==> src/rtl/dpram_arb_pkg.sv <==
// Shared types and helpers for the dual-port RAM arbiter.
// The round-robin pointer is sized for the largest supported requester count (4),
// so one pointer type serves every legal N_REQ (2..4).
package dpram_arb_pkg;

  localparam int N_REQ_MAX = 4;
  localparam int PTR_W     = $clog2(N_REQ_MAX);

  typedef logic [PTR_W-1:0] rr_ptr_t;

  // Index that follows idx in a ring of n requesters
  function automatic rr_ptr_t rr_next(input rr_ptr_t idx, input int n);
    rr_ptr_t nxt;
    if (int'(idx) + 1 >= n) nxt = '0;
    else                    nxt = idx + rr_ptr_t'(1);
    return nxt;
  endfunction

endpackage

==> src/rtl/dpram_arbiter_rr_picker.sv <==
// Round-robin picker: returns the first asserted request at or after the pointer,
// wrapping around, as both a one-hot grant and a binary index.
module rr_picker
  import dpram_arb_pkg::*;
#(
  parameter int N_REQ = 2
) (
  input  logic [N_REQ-1:0] i_req,
  input  rr_ptr_t          i_ptr,
  output logic [N_REQ-1:0] o_grant,
  output rr_ptr_t          o_idx,
  output logic             o_any
);

  int w_bestDist;
  int w_bestIdx;

  // Winner is the requester with the smallest forward distance from the pointer
  always_comb begin
    w_bestDist = N_REQ;
    w_bestIdx  = 0;
    for (int i = 0; i < N_REQ; i++) begin
      if (i_req[i] && (((i + N_REQ - int'(i_ptr)) % N_REQ) < w_bestDist)) begin
        w_bestDist = (i + N_REQ - int'(i_ptr)) % N_REQ;
        w_bestIdx  = i;
      end
    end
  end

  // Expand the winning index into the grant vector
  always_comb begin
    o_grant = '0;
    for (int i = 0; i < N_REQ; i++) begin
      o_grant[i] = (w_bestDist < N_REQ) && (w_bestIdx == i);
    end
  end

  assign o_idx = rr_ptr_t'(w_bestIdx);
  assign o_any = (w_bestDist < N_REQ);

endmodule

==> src/rtl/dpram_arbiter.sv <==
// Arbiter placing N_REQ requesters onto a simple dual-port RAM
// (port A write-only, port B read-only with one cycle of read latency).
// Writes and reads are arbitrated independently, each with its own round-robin
// pointer, so one write and one read can complete per cycle.
// A read and a write to the same address in the same cycle is a hazard:
//   default build          - the read is held off one cycle and sees the new data
//   DPRAM_ARB_BYPASS_EN    - the read is granted, the RAM read is suppressed and
//                            the write data is forwarded as the response
module dpram_arbiter
  import dpram_arb_pkg::*;
#(
  parameter int DATA_WIDTH = 8,
  parameter int ADDR_WIDTH = 4,
  parameter int N_REQ      = 2
) (
  input  logic                        clk,
  input  logic                        rst,
  input  logic [N_REQ-1:0]            req_valid,
  input  logic [N_REQ-1:0]            req_we,
  input  logic [N_REQ*ADDR_WIDTH-1:0] req_addr,
  input  logic [N_REQ*DATA_WIDTH-1:0] req_wdata,
  output logic [N_REQ-1:0]            req_ready,
  output logic [N_REQ-1:0]            rsp_valid,
  output logic [DATA_WIDTH-1:0]       rsp_rdata,
  output logic [ADDR_WIDTH-1:0]       ram_addr_a,
  output logic [DATA_WIDTH-1:0]       ram_data_in_a,
  output logic                        ram_we_a,
  output logic                        ram_en_a,
  output logic [ADDR_WIDTH-1:0]       ram_addr_b,
  output logic                        ram_en_b,
  input  logic [DATA_WIDTH-1:0]       ram_data_out_b
);

  rr_ptr_t r_wrPtr;
  rr_ptr_t r_rdPtr;
  logic [N_REQ-1:0] r_rspValid;

  logic [N_REQ-1:0] w_wrCand;
  logic [N_REQ-1:0] w_rdCand;
  logic [N_REQ-1:0] w_wrGrant;
  logic [N_REQ-1:0] w_rdGrant;
  rr_ptr_t w_wrIdx;
  rr_ptr_t w_rdIdx;
  logic w_wrAny;
  logic w_rdAny;
  logic [ADDR_WIDTH-1:0] w_wrAddr;
  logic [ADDR_WIDTH-1:0] w_rdAddr;
  logic [DATA_WIDTH-1:0] w_wrData;
  logic w_hazard;
  logic w_rdGo;
  logic w_rdRamEn;

  // Nothing is a candidate while reset is held, so no request is accepted and
  // every RAM enable stays low during reset.
  assign w_wrCand = req_valid &  req_we & {N_REQ{~rst}};
  assign w_rdCand = req_valid & ~req_we & {N_REQ{~rst}};

  rr_picker #(.N_REQ(N_REQ)) u_wrPicker (
    .i_req   (w_wrCand),
    .i_ptr   (r_wrPtr),
    .o_grant (w_wrGrant),
    .o_idx   (w_wrIdx),
    .o_any   (w_wrAny)
  );

  rr_picker #(.N_REQ(N_REQ)) u_rdPicker (
    .i_req   (w_rdCand),
    .i_ptr   (r_rdPtr),
    .o_grant (w_rdGrant),
    .o_idx   (w_rdIdx),
    .o_any   (w_rdAny)
  );

  // Route the winning requester's address and data to each port (zero when idle)
  always_comb begin
    w_wrAddr = '0;
    w_wrData = '0;
    w_rdAddr = '0;
    for (int i = 0; i < N_REQ; i++) begin
      if (w_wrGrant[i]) begin
        w_wrAddr = req_addr[i*ADDR_WIDTH +: ADDR_WIDTH];
        w_wrData = req_wdata[i*DATA_WIDTH +: DATA_WIDTH];
      end
      if (w_rdGrant[i]) begin
        w_rdAddr = req_addr[i*ADDR_WIDTH +: ADDR_WIDTH];
      end
    end
  end

  assign w_hazard = w_wrAny && w_rdAny && (w_wrAddr == w_rdAddr);

`ifdef DPRAM_ARB_BYPASS_EN
  assign w_rdGo    = w_rdAny;
  assign w_rdRamEn = w_rdAny && !w_hazard;
`else
  assign w_rdGo    = w_rdAny && !w_hazard;
  assign w_rdRamEn = w_rdGo;
`endif

  assign req_ready     = w_wrGrant | (w_rdGrant & {N_REQ{w_rdGo}});
  assign ram_en_a      = w_wrAny;
  assign ram_we_a      = w_wrAny;
  assign ram_addr_a    = w_wrAddr;
  assign ram_data_in_a = w_wrData;
  assign ram_en_b      = w_rdRamEn;
  assign ram_addr_b    = w_rdRamEn ? w_rdAddr : '0;

  // Advance each pointer past the requester it just served; hold when idle or stalled
  always_ff @(posedge clk) begin
    if (rst) begin
      r_wrPtr <= '0;
      r_rdPtr <= '0;
    end else begin
      if (w_wrAny) r_wrPtr <= rr_next(w_wrIdx, N_REQ);
      if (w_rdGo)  r_rdPtr <= rr_next(w_rdIdx, N_REQ);
    end
  end

  // Remember who was granted a read so the response lands one cycle later
  always_ff @(posedge clk) begin
    if (rst) r_rspValid <= '0;
    else     r_rspValid <= w_rdGrant & {N_REQ{w_rdGo}};
  end

  // Reset suppresses any response already in flight
  assign rsp_valid = r_rspValid & {N_REQ{~rst}};

`ifdef DPRAM_ARB_BYPASS_EN
  logic                  r_bypSel;
  logic [DATA_WIDTH-1:0] r_bypData;

  // Capture the write data when a read is served from it instead of the RAM
  always_ff @(posedge clk) begin
    if (rst) begin
      r_bypSel  <= 1'b0;
      r_bypData <= '0;
    end else begin
      r_bypSel  <= w_rdGo && w_hazard;
      r_bypData <= w_wrData;
    end
  end

  // Response data comes from the forwarding register or the RAM
  always_comb begin
    rsp_rdata = '0;
    if (rsp_valid != '0) rsp_rdata = r_bypSel ? r_bypData : ram_data_out_b;
  end
`else
  // Response data comes from the RAM and is zero whenever no response is valid
  always_comb begin
    rsp_rdata = '0;
    if (rsp_valid != '0) rsp_rdata = ram_data_out_b;
  end
`endif

endmodule

==> config.mk <==
export PLATFORM = sky130hd
export DESIGN_NAME = dpram_arbiter
export DESIGN_NICKNAME = d
export VERILOG_FILES = /design/src/rtl/dpram_arb_pkg.sv /design/src/rtl/dpram_arbiter_rr_picker.sv /design/src/rtl/dpram_arbiter.sv
export SDC_FILE = /design/constraint.sdc
export NUM_CORES = 1
export LEC_CHECK = 0
export CORE_MARGIN = 3
export CORE_UTILIZATION = 31
export DETAILED_ROUTE_END_ITERATION = 16
export GPL_TIMING_DRIVEN = 0
export HOLD_SLACK_MARGIN = 0.12
export MAX_ROUTING_LAYER = met4
export PLACE_DENSITY = 0.86
export SLEW_MARGIN = 0
export SYNTH_ARGS = -nofsm -noshare
export SYNTH_HDL_FRONTEND = slang
export SYNTH_SLANG_ARGS = --single-unit
==> constraint.sdc <==
create_clock -name clk -period 4.8 [get_ports clk]
set_input_delay 0.72 -clock clk [delete_from_list [all_inputs] [get_ports clk]]
set_output_delay 0.72 -clock clk [all_outputs]
set_load 0.01 [all_outputs]
==> flow_metrics.tcl <==
set metrics [dict create \
    hp-class "reg -> reg" \
    finalCriticalPeriod_ns 4.21 \
    drive_above_1_share 0.0759 \
    numPortBuffers 68 \
    fin_util 0.699 \
    cts_hold_buf 0 \
    core_area_sq_um 2000 \
    clk_latency_ns 0.24 \
    grt_overflow 0 \
    place_ws_ns 0.574 \
    r2r-start "r_rdPtr[0]" \
    rows 16 \
    die_area_sq_um 2730 \
    clock.fmax_ghz 0.237 \
    die_w_um 52.3 \
    cts_setup_buffers 0 \
    dpl.hpwl_um 2290 \
    antennaDiodeCount 0 \
    die_y_um 52.3 \
    crit_slowest_cell "o41ai_4" \
    track_usage 0.200 \
    layout_common_cells "clkdlybuf4s50_1 (68), nor2_1 (11), a22o_1 (11), nor2b_1 (11)" \
    ys_types 33 \
    ys_seq_area_frac 0.121 \
    vias 963 \
    ys_ff_latch 4 \
    multi_input_area_sq_um 537 \
    final_cells 185 \
    end_kind "output pin" \
    cts_tree "built" \
    max_stage_delay_ns 0.56 \
    status "finished clean" \
    hold_viol_final 0 \
    antenna_left 0 \
    clk_pin_slew_ns 0.04 \
    initial_core_util 0.331 \
    setup_viol 0 \
    worstSetupStartpoint "req_we[0]" \
    drt_wl_total_um 2650 \
    routabilityCongestion 0.801 \
    grt_first_pass_wirelength_um 3910 \
    h-tree-depth 1 \
    max_slew_margin 0.672 \
    min_from "r_wrPtr[0]" \
    antenna_found_initial 0 \
    post_cts_resized 0 \
    cp_cell_sequence "clkdlybuf4s50_1 > nand2b_1 > or3_1 > clkbuf_1 > o22ai_4 > a31oi_1 > o41ai_4 > nor2_1 > clkdlybuf4s50_1" \
    syn_inst 87 \
    fin_tns_setup_ns 0 \
    rsz0062_at_grt "false" \
    maxCapViolations 0 \
    ff2ff_setup_slack_ns 2.65 \
    cpMostUsedCell "clkdlybuf4s50_1" \
    crit_type "in -> out" \
    setup_ws_ns 0.587 \
    crit_path_end "ram_addr_b[1]" \
    p_per_area_nw_per_um2 134 \
    yosysWarningCount 0 \
    worstMarginPinSlew_ns 0.490 \
    layout_commonest_cell "clkdlybuf4s50_1" \
    crit_arrival_ns 3.49 \
    startpoint_type "input pin" \
    r2r_cells 7 \
    period_share 0.878 \
    p_total_mw 0.187 \
    io_pins 69 \
    drc 0 \
    rr_endpoint "r_rdPtr[0]" \
    synth_nets 125 \
    dp.cells 182 \
    crit_fanout 6 \
    required_ns 4.08 \
    avgSynthCellArea_sq_um 7.62 \
    cts.sinks 4 \
    regArea_sq_um 80.1 \
    avgRoutedWirePerCell_um 14.3 \
    clk_root_buffer_cell "clkbuf_4" \
    viasPerCell 5.21 \
    fin_nets 198 \
    grt_max_degree 11 \
    cts_inserted_buffers 3 \
    clockBufferDepth 2 \
    drt-pass1-iter-count 4 \
    slew_violations 0 \
    ir_drop_mv 0.160 \
    finalClockSkew_ns 0.00130 \
    drtIter0Drc 9 \
    fillCellCount 186 \
    cellLeakagePower_nw 0.535 \
    netlist_area_sq_um 663 \
    grt_pass1_vias 892 \
    syn_to_final_growth_pct 111 \
]
-- Yosys cell counts --
| master | count | area share |
|---|---|---|
| nor3b_1 | 1 | 0.011 |
| buf_4 | 1 | 0.011 |
| o32ai_1 | 2 | 0.026 |
| o2bb2ai_1 | 1 | 0.013 |
| nor2b_1 | 11 | 0.10 |
| inv_1 | 3 | 0.017 |
| nand2b_1 | 1 | 0.0094 |
| nand2_1 | 3 | 0.017 |
| dfxtp_1 | 4 | 0.12 |
| o21ai_0 | 2 | 0.015 |
| a21oi_1 | 4 | 0.030 |
| clkbuf_1 | 3 | 0.017 |
| o41ai_4 | 1 | 0.042 |
| a22o_1 | 11 | 0.15 |
| mux2i_1 | 3 | 0.045 |
| o22ai_4 | 1 | 0.030 |
| and3_1 | 1 | 0.0094 |
| o22ai_1 | 1 | 0.0094 |
| and3b_1 | 2 | 0.026 |
| o211ai_1 | 1 | 0.011 |
| buf_6 | 1 | 0.017 |
| or2_2 | 2 | 0.019 |
| buf_2 | 1 | 0.0075 |
| a22oi_1 | 3 | 0.034 |
| a211oi_1 | 1 | 0.011 |
| xnor2_1 | 1 | 0.013 |
| a311o_1 | 1 | 0.015 |
| nor4_2 | 1 | 0.019 |
| or3_1 | 2 | 0.019 |
| nand3b_1 | 2 | 0.023 |
| a31oi_1 | 3 | 0.028 |
| nor2_1 | 11 | 0.062 |
| nand2b_4 | 1 | 0.021 |
-- worst min path at each step --
| stage | endpoint | slack [ns] | cells past startpoint |
|---|---|---|---|
| finish | r_wrPtr[0] | 0.51 | 2 |
| global route | r_wrPtr[0] | 0.57 | 2 |
| CTS | r_wrPtr[0] | 0.52 | 2 |
| detailed placement | r_wrPtr[0] | 0.51 | 2 |
| global placement | r_wrPtr[0] | 0.49 | 2 |
| floorplan | r_wrPtr[0] | 0.46 | 2 |
-- logic make-up (layout without fill, tap and decap cells) --
| logic type | after synthesis | after routing | share of synthesized area |
|---|---|---|---|
| xor gates and xnor gates | 1 | 1 | 0.0132 |
| DFF | 4 | 4 | 0.121 |
| buffers and inverters | 9 | 80 | 0.0698 |
| AOI/OAI and AO/OA | 32 | 32 | 0.411 |
| and+or+nand+nor | 38 | 38 | 0.340 |
| muxes | 3 | 3 | 0.0453 |
-- state kept, by name, summed over array words and instances, names as in the netlist --
name	flops
r_wrPtr	1
r_rdPtr	1
r_rspValid	2
-- layout make-up --
cell class / instances / share of cell area
timing repair buffer: 68 / 0.486
multi-input combinational: 74 / 0.383
inverter: 3 / 0.00804
buffer: 6 / 0.0250
tap: 27 / 0.0241
clock buffer: 3 / 0.0161
sequential: 4 / 0.0572
-- critical path: cells and delay by family --
family          cells  cell delay (ns)
buf+inv             3             1.16
compound gates      3             0.92
simple gates        3             0.68
-- metrics by stage --
| step | area (sq um) | hold WS (ns) |
|---|---|---|
| 2_1_floorplan | 663 | 0.463 |
| 3_3_place_gp | 1380 | 0.488 |
| 3_5_place_dp | 1380 | 0.513 |
| 4_1_cts | 1400 | 0.523 |
| 5_1_grt | 1400 | 0.566 |
| 6_report | 1400 | 0.511 |
-- power breakdown --
part / internal (mW) / switching (mW) / leakage, nW
clock: 0.0282 / 0.0168 / 0.0138
combinational: 0.0641 / 0.0420 / 0.488
sequential: 0.0354 / 0.000920 / 0.0329
-- routing by layer --
layer  up-vias  track usage  share of wire
met5         -            -              0
met4         0       0.0638         0.0087
met3         5       0.0712          0.090
met2        40        0.362           0.54
met1       443        0.199           0.37
li1        475            -              -
Note: power is estimated with default switching activity, not from simulation.
